==> src/rtl/xfmr_layer_scheduler.sv <==
// rtl/xfmr_layer_scheduler.sv - token buffer and layer sequencer for one shared transformer block
// Loads a batch, runs every token through every layer in place, then drains the result.
module xfmr_layer_scheduler #(
  parameter int D          = 2,
  parameter int DW         = 8,
  parameter int SEQ_LEN    = 2,
  parameter int NUM_LAYERS = 4,
  parameter int TIMEOUT    = 1024,
  parameter int TW         = ($clog2(SEQ_LEN) > 0) ? $clog2(SEQ_LEN) : 1,
  parameter int LW         = ($clog2(NUM_LAYERS) > 0) ? $clog2(NUM_LAYERS) : 1
) (
  input  logic                 clk,
  input  logic                 rst,
  input  logic                 start,
  input  logic                 in_valid,
  output logic                 in_ready,
  input  logic [0:D-1][DW-1:0] in_x,
  output logic                 blk_start,
  output logic [0:D-1][DW-1:0] blk_x,
  output logic [LW-1:0]        layer_idx,
  input  logic                 blk_valid,
  input  logic [0:D-1][DW-1:0] blk_y,
  output logic                 out_valid,
  input  logic                 out_ready,
  output logic [0:D-1][DW-1:0] out_y,
  output logic [TW-1:0]        out_tok,
  output logic                 busy,
  output logic                 done,
  output logic                 timeout_err
);

  localparam int CW = $clog2(TIMEOUT + 1);
  localparam logic [TW-1:0] LAST_TOK   = TW'(SEQ_LEN - 1);
  localparam logic [LW-1:0] LAST_LAYER = LW'(NUM_LAYERS - 1);
  localparam logic [CW-1:0] TMR_LAST   = CW'(TIMEOUT - 1);

  typedef enum logic [2:0] {S_IDLE, S_LOAD, S_ISSUE, S_WAIT, S_DRAIN} state_t;
  typedef logic [0:D-1][DW-1:0] tok_t;

  state_t        state_q, state_d;
  logic [TW-1:0] tok_q, tok_d;
  logic [LW-1:0] layer_q, layer_d;
  logic [CW-1:0] tmr_q, tmr_d;
  logic          timeout_err_q, timeout_err_d;

  tok_t tok_buf_q [SEQ_LEN];
  logic buf_we;
  tok_t buf_wd;

  always_comb begin
    state_d       = state_q;
    tok_d         = tok_q;
    layer_d       = layer_q;
    tmr_d         = tmr_q;
    timeout_err_d = timeout_err_q;
    buf_we        = 1'b0;
    buf_wd        = in_x;
    in_ready      = 1'b0;
    blk_start     = 1'b0;
    out_valid     = 1'b0;
    done          = 1'b0;
    case (state_q)
      S_IDLE: begin
        if (start) begin
          state_d       = S_LOAD;
          tok_d         = '0;
          layer_d       = '0;
          timeout_err_d = 1'b0;
        end
      end
      S_LOAD: begin
        in_ready = 1'b1;
        if (in_valid) begin
          buf_we = 1'b1;
          buf_wd = in_x;
          if (tok_q == LAST_TOK) begin
            tok_d   = '0;
            state_d = S_ISSUE;
          end else begin
            tok_d = tok_q + 1'b1;
          end
        end
      end
      S_ISSUE: begin
        blk_start = 1'b1;
        tmr_d     = '0;
        state_d   = S_WAIT;
      end
      S_WAIT: begin
        tmr_d = tmr_q + 1'b1;
        // A result landing on the last timer cycle still counts as on time.
        if (blk_valid) begin
          buf_we = 1'b1;
          buf_wd = blk_y;
          if (tok_q != LAST_TOK) begin
            tok_d   = tok_q + 1'b1;
            state_d = S_ISSUE;
          end else if (layer_q != LAST_LAYER) begin
            tok_d   = '0;
            layer_d = layer_q + 1'b1;
            state_d = S_ISSUE;
          end else begin
            tok_d   = '0;
            state_d = S_DRAIN;
          end
        end else if (tmr_q == TMR_LAST) begin
          timeout_err_d = 1'b1;
          state_d       = S_IDLE;
        end
      end
      S_DRAIN: begin
        out_valid = 1'b1;
        if (out_ready) begin
          if (tok_q == LAST_TOK) begin
            done    = 1'b1;
            tok_d   = '0;
            state_d = S_IDLE;
          end else begin
            tok_d = tok_q + 1'b1;
          end
        end
      end
      default: state_d = S_IDLE;
    endcase
  end

  always_ff @(posedge clk or posedge rst) begin
    if (rst) begin
      state_q       <= S_IDLE;
      tok_q         <= '0;
      layer_q       <= '0;
      tmr_q         <= '0;
      timeout_err_q <= 1'b0;
    end else begin
      state_q       <= state_d;
      tok_q         <= tok_d;
      layer_q       <= layer_d;
      tmr_q         <= tmr_d;
      timeout_err_q <= timeout_err_d;
    end
  end

  // Token storage carries no reset; it is always written before it is read.
  always_ff @(posedge clk) begin
    if (buf_we) tok_buf_q[tok_q] <= buf_wd;
  end

  assign blk_x       = tok_buf_q[tok_q];
  assign out_y       = tok_buf_q[tok_q];
  assign out_tok     = tok_q;
  assign layer_idx   = layer_q;
  assign busy        = (state_q != S_IDLE);
  assign timeout_err = timeout_err_q;

endmodule
==> config.mk <==
export PLATFORM = sky130hd
export DESIGN_NAME = xfmr_layer_scheduler
export DESIGN_NICKNAME = d
export VERILOG_FILES = /design/src/rtl/xfmr_layer_scheduler.sv
export SDC_FILE = /design/constraint.sdc
export NUM_CORES = 1
export LEC_CHECK = 0
export CAP_MARGIN = 20
export CORE_MARGIN = 2
export CORE_UTILIZATION = 42
export DETAILED_ROUTE_END_ITERATION = 10
export PLACE_DENSITY = 0.76
export SYNTH_ARGS = -nofsm -noshare
export SYNTH_HDL_FRONTEND = slang
export SYNTH_SLANG_ARGS = --single-unit
==> constraint.sdc <==
create_clock -name clk -period 2.6 [get_ports clk]
set_input_delay 0.52 -clock clk [delete_from_list [all_inputs] [get_ports clk]]
set_output_delay 0.52 -clock clk [all_outputs]
set_load 0.05 [all_outputs]
# After elaboration in Yosys (flattened, before gate mapping)
# Memory sizes are Yosys's and may differ from the RTL's.
# Index checks and enable logic that the tools add are counted.
totals:
  register_bits: 18
  ramBits: 32
  inputBits: 38
  out_inout_bits: 41
  wordCells: 73
  mem_count: 1
op_classes:
  n_addsub: 3
  n_eq_ne: 17
  n_mux: 38
  reduce_logical: 9
mem_list:
  columns: ["name", "words", "word_bits", "rd", "rd_clocked_by_memory_dff", "wr", "line", "source"]
  rows:
  - ["tok_buf_q", 2, 16, 1, 0, 1, "46", "tok_t tok_buf_q [SEQ_LEN];"]
op_table:
  columns: ["cell", "n"]
  rows:
  - ["16-bit 2-to-1 mux", 2]
  - ["3-bit 2-to-1 mux", 9]
  - ["2-bit inequality test (second input constant)", 11]
  - ["11-bit case mux with 2 select lines", 1]
  - ["1-bit 2-to-1 mux", 17]
  - ["3-bit case mux with 5 select lines", 1]
  - ["11-bit by 1-bit adder with 11-bit output (second input constant)", 1]
  - ["11-bit by 10-bit equality test with 1-bit output (second input constant)", 1]
  - ["5-bit AND reduction", 2]
  - ["2-bit 2-to-1 mux", 4]
  - ["3-bit by 2-bit equality test with 1-bit output (second input constant)", 2]
  - ["6-bit AND reduction", 1]
  - ["1-bit case mux with 2 select lines", 2]
  - ["1-bit case mux with 4 select lines", 1]
  - ["2-bit case mux with 2 select lines", 1]
  - ["4-bit AND reduction", 1]
  - ["2-bit nonzero test", 2]
  - ["4-bit nonzero test", 1]
  - ["3-bit by 1-bit equality test with 1-bit output (second input constant)", 1]
  - ["3-bit equality test (second input constant)", 1]
  - ["3-bit zero test", 1]
  - ["3-bit inequality test (second input constant)", 1]
  - ["3-bit nonzero test", 1]
  - ["2-bit by 1-bit adder with 2-bit output (second input constant)", 1]
  - ["1-bit adder (second input constant)", 1]

# Logic depth before layout (Yosys ltp)
# Gate-level depths: netlist (run 1).
logic_depth:
  word_depth: 5
  ltp_mapped: 6
  mapped_depth_nobuf: 5

# Worst setup path before layout (run 1)
# OpenSTA, ideal clock, no wires.
synth_path:
  kind: "register to register"
  startpoint: "reg tok_q (netlist: out_tok)"
  endpoint: "mem tok_buf_q[0][0] (netlist bit) (enable)"
  setup_ns: 0.430
  arrival_time_ns: 2.557
  t_required_ns: 2.170
  setup_slack_ns: -0.387
  stages_incl_launch_ff: 3
  path_buffers: 1
  period_less_slack_ns: 2.987
  path_cell_list: "dfrtp_1 -> buf_1 -> nor4_1"
synth_rtl:
  columns: ["element", "line", "source"]
  rows:
  - ["from (decl)", "41", "logic [TW-1:0] tok_q, tok_d;"]
  - ["from (signal assigned)", "136", "tok_q <= tok_d;"]
  - ["to (decl)", "46", null]
# Straight into the memory's write port.

==> results.md, run 1 <==
* #FFs+latches synth at 50
* Number of port buffers at roughly 80
* Antenna fix cells at 0
* Yosys cell types at between 40 and 50
* Vias in the first global route at 1,808
* Post-layout nets at 315
* Post-CTS Setup Bufs at 0
* Max-slew violations at 0
* Core box area at just under 6000 µm²
* Largest net degree at the start of global routing at 19
* Worst EP required at between 2 and 2.5 ns
* Post-detail-place hpwl at 4.062 mm
* Syn Inst Count at between 200 and 250
* Final worst-path setup slack at 0.2252 ns
* Max frequency at approximately 420 MHz
* DRC violations left at 0
* Most frequent cells in the layout: buf_4, clkdlybuf4s50_1, mux2_2, edfxtp_1, dfrtp_1
* Via count at 1,889
* Worst-skew pair later-pin latency at 0.31 ns
* Final Setup Violations at 0
* Initial antenna violation count at 0
* Placed instance area at ~3300 µm²
* Peak supply drop at approximately 0.64 mV
* Tot GR Track Use at 16.46%
* Most common cell after layout, fill and taps aside: buf_4
* Final ANT Viol Nets at 0
* Clock skew at 0.006278 ns
* Post-Place Setup Slack at 0.3889 ns
* Initial Util at a little over two fifths
* CTS tree: done
* Syn Area/Cell at approximately 12 µm²
* Final number of hold-violating endpoints at 0
* 1st-pass router iterations at 4
* Critical path type: flip-flop to primary output
* Worst-path clk slew at 0.09 ns
* Post-synth top area share at 37.12%
* Post_cts resized at 0
* RSZ-0062 raised after global routing: no
* Clock sink count at 50
* Root Driver: clkbuf_8
* # hold bufs at CTS at 0
* R2R setup slack at about 0.56 ns
* Routed Wire Length at 5.502 mm
* Global-route wire length before repair at ~8.2 mm
* Status: complete, no violations
* Final instance area at roughly 3400 µm²
* Share of cells above drive strength 1 at 32.97%
* Post-detailed-route via-to-cell ratio at approximately 5.4
* Crit Path Max Fanout at 14
* Total CTS buffers at 5
* H-tree Lvls at 2
* Maximum buffer depth of the clock tree at 2
* Critical Path Start: out_tok
* Critical path capture point type: primary output
* GRT Residual Overflow at 0
* Critical path launch point type: flip-flop
* Io pins at 79
* Die W at 82.51 µm
* Least-Margin Pin Slew at 0.7347 ns
* Pwr dens at 1231 nW/µm²
* Hold Path Class: flip-flop to flip-flop
* Period minus WS final at between 2 and 2.5 ns
* Wirelength per Cell at 15.68 µm
* Ys Warns at 0
* Max-slew headroom at 50.97%
* LEAKAGE at between 1 and 1.5 nW
* Overall power at 4.173 mW
* Share of synthesized area occupied by flip-flops and latches at 54.52%
* Yosys top cell by area: edfxtp_1
* Critical path data arrival time at about 1.9 ns
* Crit path to: out_y[15]
* Post-Syn Area at between 2000 and 3000 µm²
* Placer Congestion at 0.8223
* Max Cap Violations at 0
* Cell Rows at 28
* Post-synth EDFFs at 32
* Die height at 82.51 µm
* Tcrit/Tclk final at 91.34%
* Depth of the most critical reg-to-reg path at 4
* Syn nets at roughly 250
* DRT iter0 DRCs at 59
* Asr flop ratio synth at 36.00%
* Top FF cell, synth: edfxtp_1
* Reg2reg start: state_q[2]
* Final setup TNS at 0 ns
* Area delta synth->final at 30.93%
* Area contributors post-synth: edfxtp_1, dfrtp_1, mux2_2
* Die area at 6808 µm²
* RR Endpoint: state_q[0]
[routing by layer]
layer	vias to the layer above	global-route usage, %	wire length [µm]
met1	929	20.27	2287
met4	0	8.033	124
met3	10	3.587	250
met2	49	27.42	2840
li1	901	-	-
met5	-	0	0
[worst max-delay path: stages (launching register included)]
cell and delay [ns]:
dfrtp_1 0.71, buf_4 0.27, mux2_2 0.36, buf_4 0.19
[how the worst min path moves through the flow]
stage                   from            to  slack, ns  cells after the start
floorplan                rst  layer_idx[0]       0.46                      1
global placement    tmr_q[6]      tmr_q[6]       0.48                      1
detailed placement  tmr_q[6]      tmr_q[6]       0.50                      1
CTS                 tmr_q[6]      tmr_q[6]       0.51                      1
global route        tmr_q[6]      tmr_q[6]       0.53                      1
finish              tmr_q[6]      tmr_q[6]       0.51                      1
[flip-flops by register name (all words and copies together), names as in the netlist]
name and flops:
layer_idx 2, tok_buf_q 32, state_q 3, tmr_q 11, timeout_err 1, out_tok 1
[cell type report]
cell class	count	area (µm²)
clock inverter	3	42.54
inverter	5	18.77
clock buffer	5	68.82
tap	75	93.84
fill	490	2566
timing repair buffer	85	750.7
sequential	50	1411
multi-input combinational	128	1003
[through the flow]
step,instances,hold WS (ns),utilization (%)
6_report,351,0.5088,56.91
5_1_grt,351,0.5301,56.91
4_1_cts,351,0.5113,56.91
3_5_place_dp,343,0.5003,55.04
3_3_place_gp,343,0.4846,55.04
2_1_floorplan,211,0.4586,-
[kinds of logic (layout without fill, tap and decap cells)]
logic type / count (synthesis) / after routing / share of synthesized area (%)
adders and majority gates: 2 / 2 / 0.9665
buffers and inverters: 33 / 98 / 7.878
and+or+nand+nor: 52 / 52 / 11.12
muxes: 37 / 37 / 15.95
DFF: 50 / 50 / 54.52
AOI/OAI and AO/OA: 37 / 37 / 9.570
[synthesized netlist by cell type, types with 2 or more instances]
cell and n:
dfrtp_1 18, edfxtp_1 32, and3_1 2, buf_2 4, buf_1 3, mux2_2 33
nand3_1 6, mux2i_1 3, a21boi_0 2, nor4_1 3, o2bb2ai_1 2, buf_4 16
a22o_1 2, clkbuf_1 3, and2_1 2, nor3_1 3, buf_6 2, a31oi_1 3
ha_1 2, nor2_1 9, a21oi_1 9, nand2_1 13, o21ai_0 11, inv_1 5
nand4_1 3
[where the power goes]
group	leakage, nW	total, mW	internal [mW]	switching (mW)
registers	0.536	1.21	1.06	0.148
clock network	0.0562	0.551	0.287	0.264
logic	0.725	2.41	0.818	1.59
No activity file was read; power rests on OpenSTA's default activity.
==> run 2, diff against run 1 <==
--- a/config.mk
+++ b/config.mk
@@ -6,5 +6,5 @@
 export NUM_CORES = 1
 export LEC_CHECK = 0
-export CAP_MARGIN = 20
+export CAP_MARGIN = 40
 export CORE_MARGIN = 2
 export CORE_UTILIZATION = 42
==> constraint.sdc (replaced) <==
create_clock -name clk -period 2.6 [get_ports clk]
set_input_delay 0.52 -clock clk [delete_from_list [all_inputs] [get_ports clk]]
set_output_delay 0.52 -clock clk [all_outputs]
set_load 0.1 [all_outputs]
==> results.md, run 2 (same netlist as run 1, synthesis figures left out) <==
* Reg with most FFs: tok_buf_q
* Worst-path clk slew at 0.09 ns (about the same)
* Worst-skew pair later-pin latency at 0.31 ns (about the same)
* Final ANT Viol Nets at 0 (unchanged)
* R2R setup slack at 0.66 ns (+0.10 ns)
* Least-Margin Pin Slew at 0.6777 ns (-0.05698 ns)
* Critical path data arrival time at 1.75 ns (-0.10 ns)
* Placed instance area at 3725 µm² (+14%)
* Period minus WS final at 2.268 ns (-0.1071 ns)
* Global-route wire length before repair at 8.418 mm (+2.1%)
* Share of cells above drive strength 1 at 36.00% (+3.0 points)
* Tot GR Track Use at 16.65% (+0.19 points)
* Clock skew at 0.009541 ns (+0.003263 ns)
* RSZ-0062 raised after global routing: no
* Io pins at 79 (unchanged)
* Leading registers by flop count: tok_buf_q: 32 flops, tmr_q: 11 flops, state_q: 3 flops
* Critical path type: flip-flop to primary output
* Root Driver: clkbuf_8
* Post-layout nets at 314 (-0.32%)
* Max reg flops at 32 (unchanged)
* Vias in the first global route at 1,766 (-2.3%)
* Final number of hold-violating endpoints at 0 (unchanged)
* Status: complete, no violations
* Critical path capture point type: primary output
* Total CTS buffers at 5 (unchanged)
* CTS tree: done
* Post-detail-place hpwl at 4.196 mm (+3.3%)
* Max-slew headroom at 54.77% (+3.8 points)
* Routed Wire Length at 5.624 mm (+2.2%)
* Final worst-path setup slack at 0.3323 ns (+0.1071 ns)
* Initial Util at 43.47% (unchanged)
* Via count at 1,849 (-2.1%)
* Tcrit/Tclk final at 87.22% (-4.1 points)
* Initial antenna violation count at 0 (unchanged)
* Final Setup Violations at 0 (unchanged)
* Die height at 82.51 µm (unchanged)
* Wirelength per Cell at 16.07 µm (+2.5%)
* # hold bufs at CTS at 0 (unchanged)
* Post-Place Setup Slack at 0.3809 ns (-0.007980 ns)
* Max-slew violations at 0 (unchanged)
* Max frequency at 441.0 MHz (+4.7%)
* Area delta synth->final at 47.70%
* Number of port buffers at 78 (unchanged)
* H-tree Lvls at 2 (unchanged)
* Worst Hold Launch: tmr_q[6]
* Maximum buffer depth of the clock tree at 2 (unchanged)
* Cell Rows at 28 (unchanged)
* Critical Path Start: state_q[1]
* Die area at 6808 µm² (unchanged)
* Reg2reg start: tmr_q[0]
* DRC violations left at 0 (unchanged)
* Most frequent cells in the layout: clkdlybuf4s50_1, buf_12, mux2_2, edfxtp_1, dfrtp_1
* Hold Path Class: flip-flop to flip-flop
* Critical path launch point type: flip-flop
* Final setup TNS at 0 ns (unchanged)
* Clock sink count at 50 (unchanged)
* Die W at 82.51 µm (unchanged)
* Post_cts resized at 0 (unchanged)
* Post-CTS Setup Bufs at 0 (unchanged)
* Max Cap Violations at 0 (unchanged)
* Placer Congestion at 0.8561 (+4.1%)
* Crit Path Max Fanout at 11 (-3)
* Post-detailed-route via-to-cell ratio at 5.283 (-1.8%)
* 1st-pass router iterations at 4 (unchanged)
* Antenna fix cells at 0 (unchanged)
* Final instance area at 3824 µm² (+13%)
* DRT iter0 DRCs at 59 (unchanged)
* Largest net degree at the start of global routing at 24 (+5)
* Core box area at 5956 µm² (unchanged)
* GRT Residual Overflow at 0 (unchanged)
* Worst EP required at 2.08 ns (about the same)
## run 2: path summary, 6_finish.rpt
kind | to | cells after the start
max reg2reg | state_q[0] | 5
max | done | 4
min reg2reg | tmr_q[6] | 1
min in group asynchronous | out_tok | 2
min | tmr_q[6] | 1
max in group asynchronous | out_tok | 2
## run 2: area by class of cell
class | instances | area, µm²
fillers | 443 | 2132
flip-flops and latches | 50 | 1413
repair buffers | 84 | 1186
multi-input cells | 128 | 1013
well taps | 75 | 93.84
clock buffers | 6 | 82.58
inverters | 5 | 18.77
clock inverters | 2 | 16.27
## run 2: worst max-delay path, stage by stage, from the launching register on
cell and delay, ns:
dfrtp_1 0.63, nor2_1 0.16, and2_2 0.25, and3_2 0.23
buf_12 0.17
## run 2: metrics by stage
| stage | util (%) | hold slack (ns) | instances |
|---|---|---|---|
| after detailed placement | 62.54 | 0.5041 | 342 |
| after global placement | 62.54 | 0.4914 | 342 |
| after global routing | 64.20 | 0.5697 | 350 |
| after floorplan | - | 0.4585 | 211 |
| after CTS | 64.20 | 0.5153 | 350 |
| final | 64.20 | 0.5123 | 350 |
## run 2: metal layers
layer	global-route usage [%]	vias up	part of all wire [%]	wire length, µm
met2	28.63	53	53	2958
met4	6.066	0	1.5	86
li1	-	895	-	-
met1	20.34	895	41	2333
met5	0	-	0	0
met3	4.022	6	4.4	246
Power of run 2 is not shown: default switching activity piles up to over one toggle a cycle in this logic, so the estimate is an artifact.
==> run 3, diff against run 2 <==
CORE_MARGIN = 4   (was 2)
==> results.md, run 3 (same netlist as run 1, synthesis figures left out) <==
* Global-route wire length before repair at 9.039 mm (+7.4%)
* Critical path capture point type: primary output
* Max Cap Violations at 0 (unchanged)
* Max-slew violations at 0 (unchanged)
* Final Setup Violations at 0 (unchanged)
* R2R setup slack at 0.54 ns (-0.12 ns)
* Vias in the first global route at 1,847 (+4.6%)
* Worst-path clk slew at 0.09 ns (about the same)
* # hold bufs at CTS at 0 (unchanged)
* Period minus WS final at 2.301 ns (+0.03314 ns)
* Io pins at 79 (unchanged)
* DRT iter0 DRCs at 155 (+160%)
* Hold Path Depth at 1 (unchanged)
* Number of port buffers at 78 (unchanged)
* Most frequent cells in the layout: clkdlybuf4s50_1, buf_12, mux2_2, edfxtp_1, dfrtp_1
* Least-Margin Pin Slew at 0.6888 ns (+0.01110 ns)
* Placer Congestion at 0.8953 (+4.6%)
* Worst path cell trace: nor2_1 > and2_2 > and3_2 > buf_12
* Max frequency at 434.6 MHz (-1.4%)
* Initial antenna violation count at 0 (unchanged)
* Cell Rows at 28 (unchanged)
* Critical Path Start: state_q[1]
* Worst Hold Launch: tmr_q[8]
* Die area at 7484 µm² (+9.9%)
* Largest delay share family, worst path: simple AND/OR/NAND/NOR gates
* 1st-pass router iterations at 4 (unchanged)
* Crit-path max cell delay at 0.54 ns (-0.09 ns)
* Worst EP required at 2.08 ns (about the same)
* Share of cells above drive strength 1 at 35.64% (-0.36 points)
* Post_cts resized at 0 (unchanged)
* Initial Util at 43.47% (unchanged)
* Depth of the most critical reg-to-reg path at 4 (-1)
* Routed Wire Length at 5.870 mm (+4.4%)
* Die W at 86.51 µm (+4.8%)
* Final ANT Viol Nets at 0 (unchanged)
* GRT Residual Overflow at 0 (unchanged)
* Worst-skew pair later-pin latency at 0.30 ns (about the same)
* Maximum buffer depth of the clock tree at 2 (unchanged)
* Reg with most FFs: tok_buf_q
* Total CTS buffers at 5 (unchanged)
* DRC violations left at 0 (unchanged)
* Clock sink count at 50 (unchanged)
* Critical path data arrival time at 1.78 ns (+0.03 ns)
* Reg2reg start: state_q[2]
* Tcrit/Tclk final at 88.49% (+1.3 points)
* Max reg flops at 32 (unchanged)
* Critical path launch point type: flip-flop
* Final number of hold-violating endpoints at 0 (unchanged)
* Area delta synth->final at 47.37%
* Tot GR Track Use at 15.78% (-0.87 points)
* Via count at 1,823 (-1.4%)
* Slowest-stage cell, CP: dfrtp_1
* RSZ-0062 raised after global routing: no
* Critical path buffer and inverter count at 1 (unchanged)
* Post-detailed-route via-to-cell ratio at 5.209 (-1.4%)
* Final setup TNS at 0 ns (unchanged)
* CTS tree: done
* Post-CTS Setup Bufs at 0 (unchanged)
* Clock skew at 0.008699 ns (-0.0008422 ns)
* Crit Path Max Fanout at 11 (unchanged)
* Register area at 1413 µm² (unchanged)
* Max-slew headroom at 54.03% (-0.74 points)
* Die height at 86.51 µm (+4.8%)
* Area occupied by multi-input gates at 1013 µm² (unchanged)
* Leading registers by flop count: tok_buf_q: 32 flops, tmr_q: 11 flops, state_q: 3 flops
* Root Driver: clkbuf_8
* Wirelength per Cell at 16.77 µm (+4.4%)
* Core box area at 5956 µm² (unchanged)
* Antenna fix cells at 0 (unchanged)
* Post-detail-place hpwl at 4.532 mm (+8.0%)
* Largest net degree at the start of global routing at 24 (unchanged)
* Worst path depth at 4 (unchanged)
* Status: complete, no violations
* Post-layout nets at 314 (unchanged)
* H-tree Lvls at 2 (unchanged)
* Hold Path Class: flip-flop to flip-flop
* Fillers at 468 (+5.6%)
* Critical path type: flip-flop to primary output
run 3: cell types whose count changed in the layout (fill, tap and decap cells not counted), sizes merged:
cell      change
clkinv        +3
clkinvlp      -1
clkbuf        -1
inv           -1
run 3: worst paths after layout:
| kind | to |
|---|---|
| setup / recovery | done |
| hold / removal | tmr_q[8] |
| setup reg to reg | state_q[0] |
| hold reg to reg | tmr_q[8] |
| max in group asynchronous | out_tok |
| min in group asynchronous | layer_idx[1] |
run 3: through the flow:
step	util (%)	hold slack (ns)	setup WS (ns)	std cells	cell area [µm²]
finish	64.05	0.5212	0.2992	350	3815
global route	64.05	0.5289	0.2262	350	3815
CTS	64.05	0.5235	0.2964	350	3815
detailed placement	62.54	0.5113	0.3643	342	3725
global placement	62.54	0.4988	0.4359	342	3725
floorplan	-	0.4585	0.05079	211	2621
run 3: cell type report:
cell class | count | area share (%)
Timing Repair Buffer | 84 | 31.09
Inverter | 5 | 0.4920
Clock buffer | 5 | 1.804
Tap cell | 75 | 2.460
Multi-Input combinational cell | 128 | 26.57
Clock inverter | 3 | 0.5576
Sequential cell | 50 | 37.03
run 3: layer usage:
layer,vias to the layer above,track usage (%),part of all wire [%]
met5,-,0,0
met4,0,5.949,1.5
met3,6,3.137,4.8
met2,47,28.09,55
met1,879,18.72,39
li1,891,-,-
Power of run 3 is left out for the same reason.
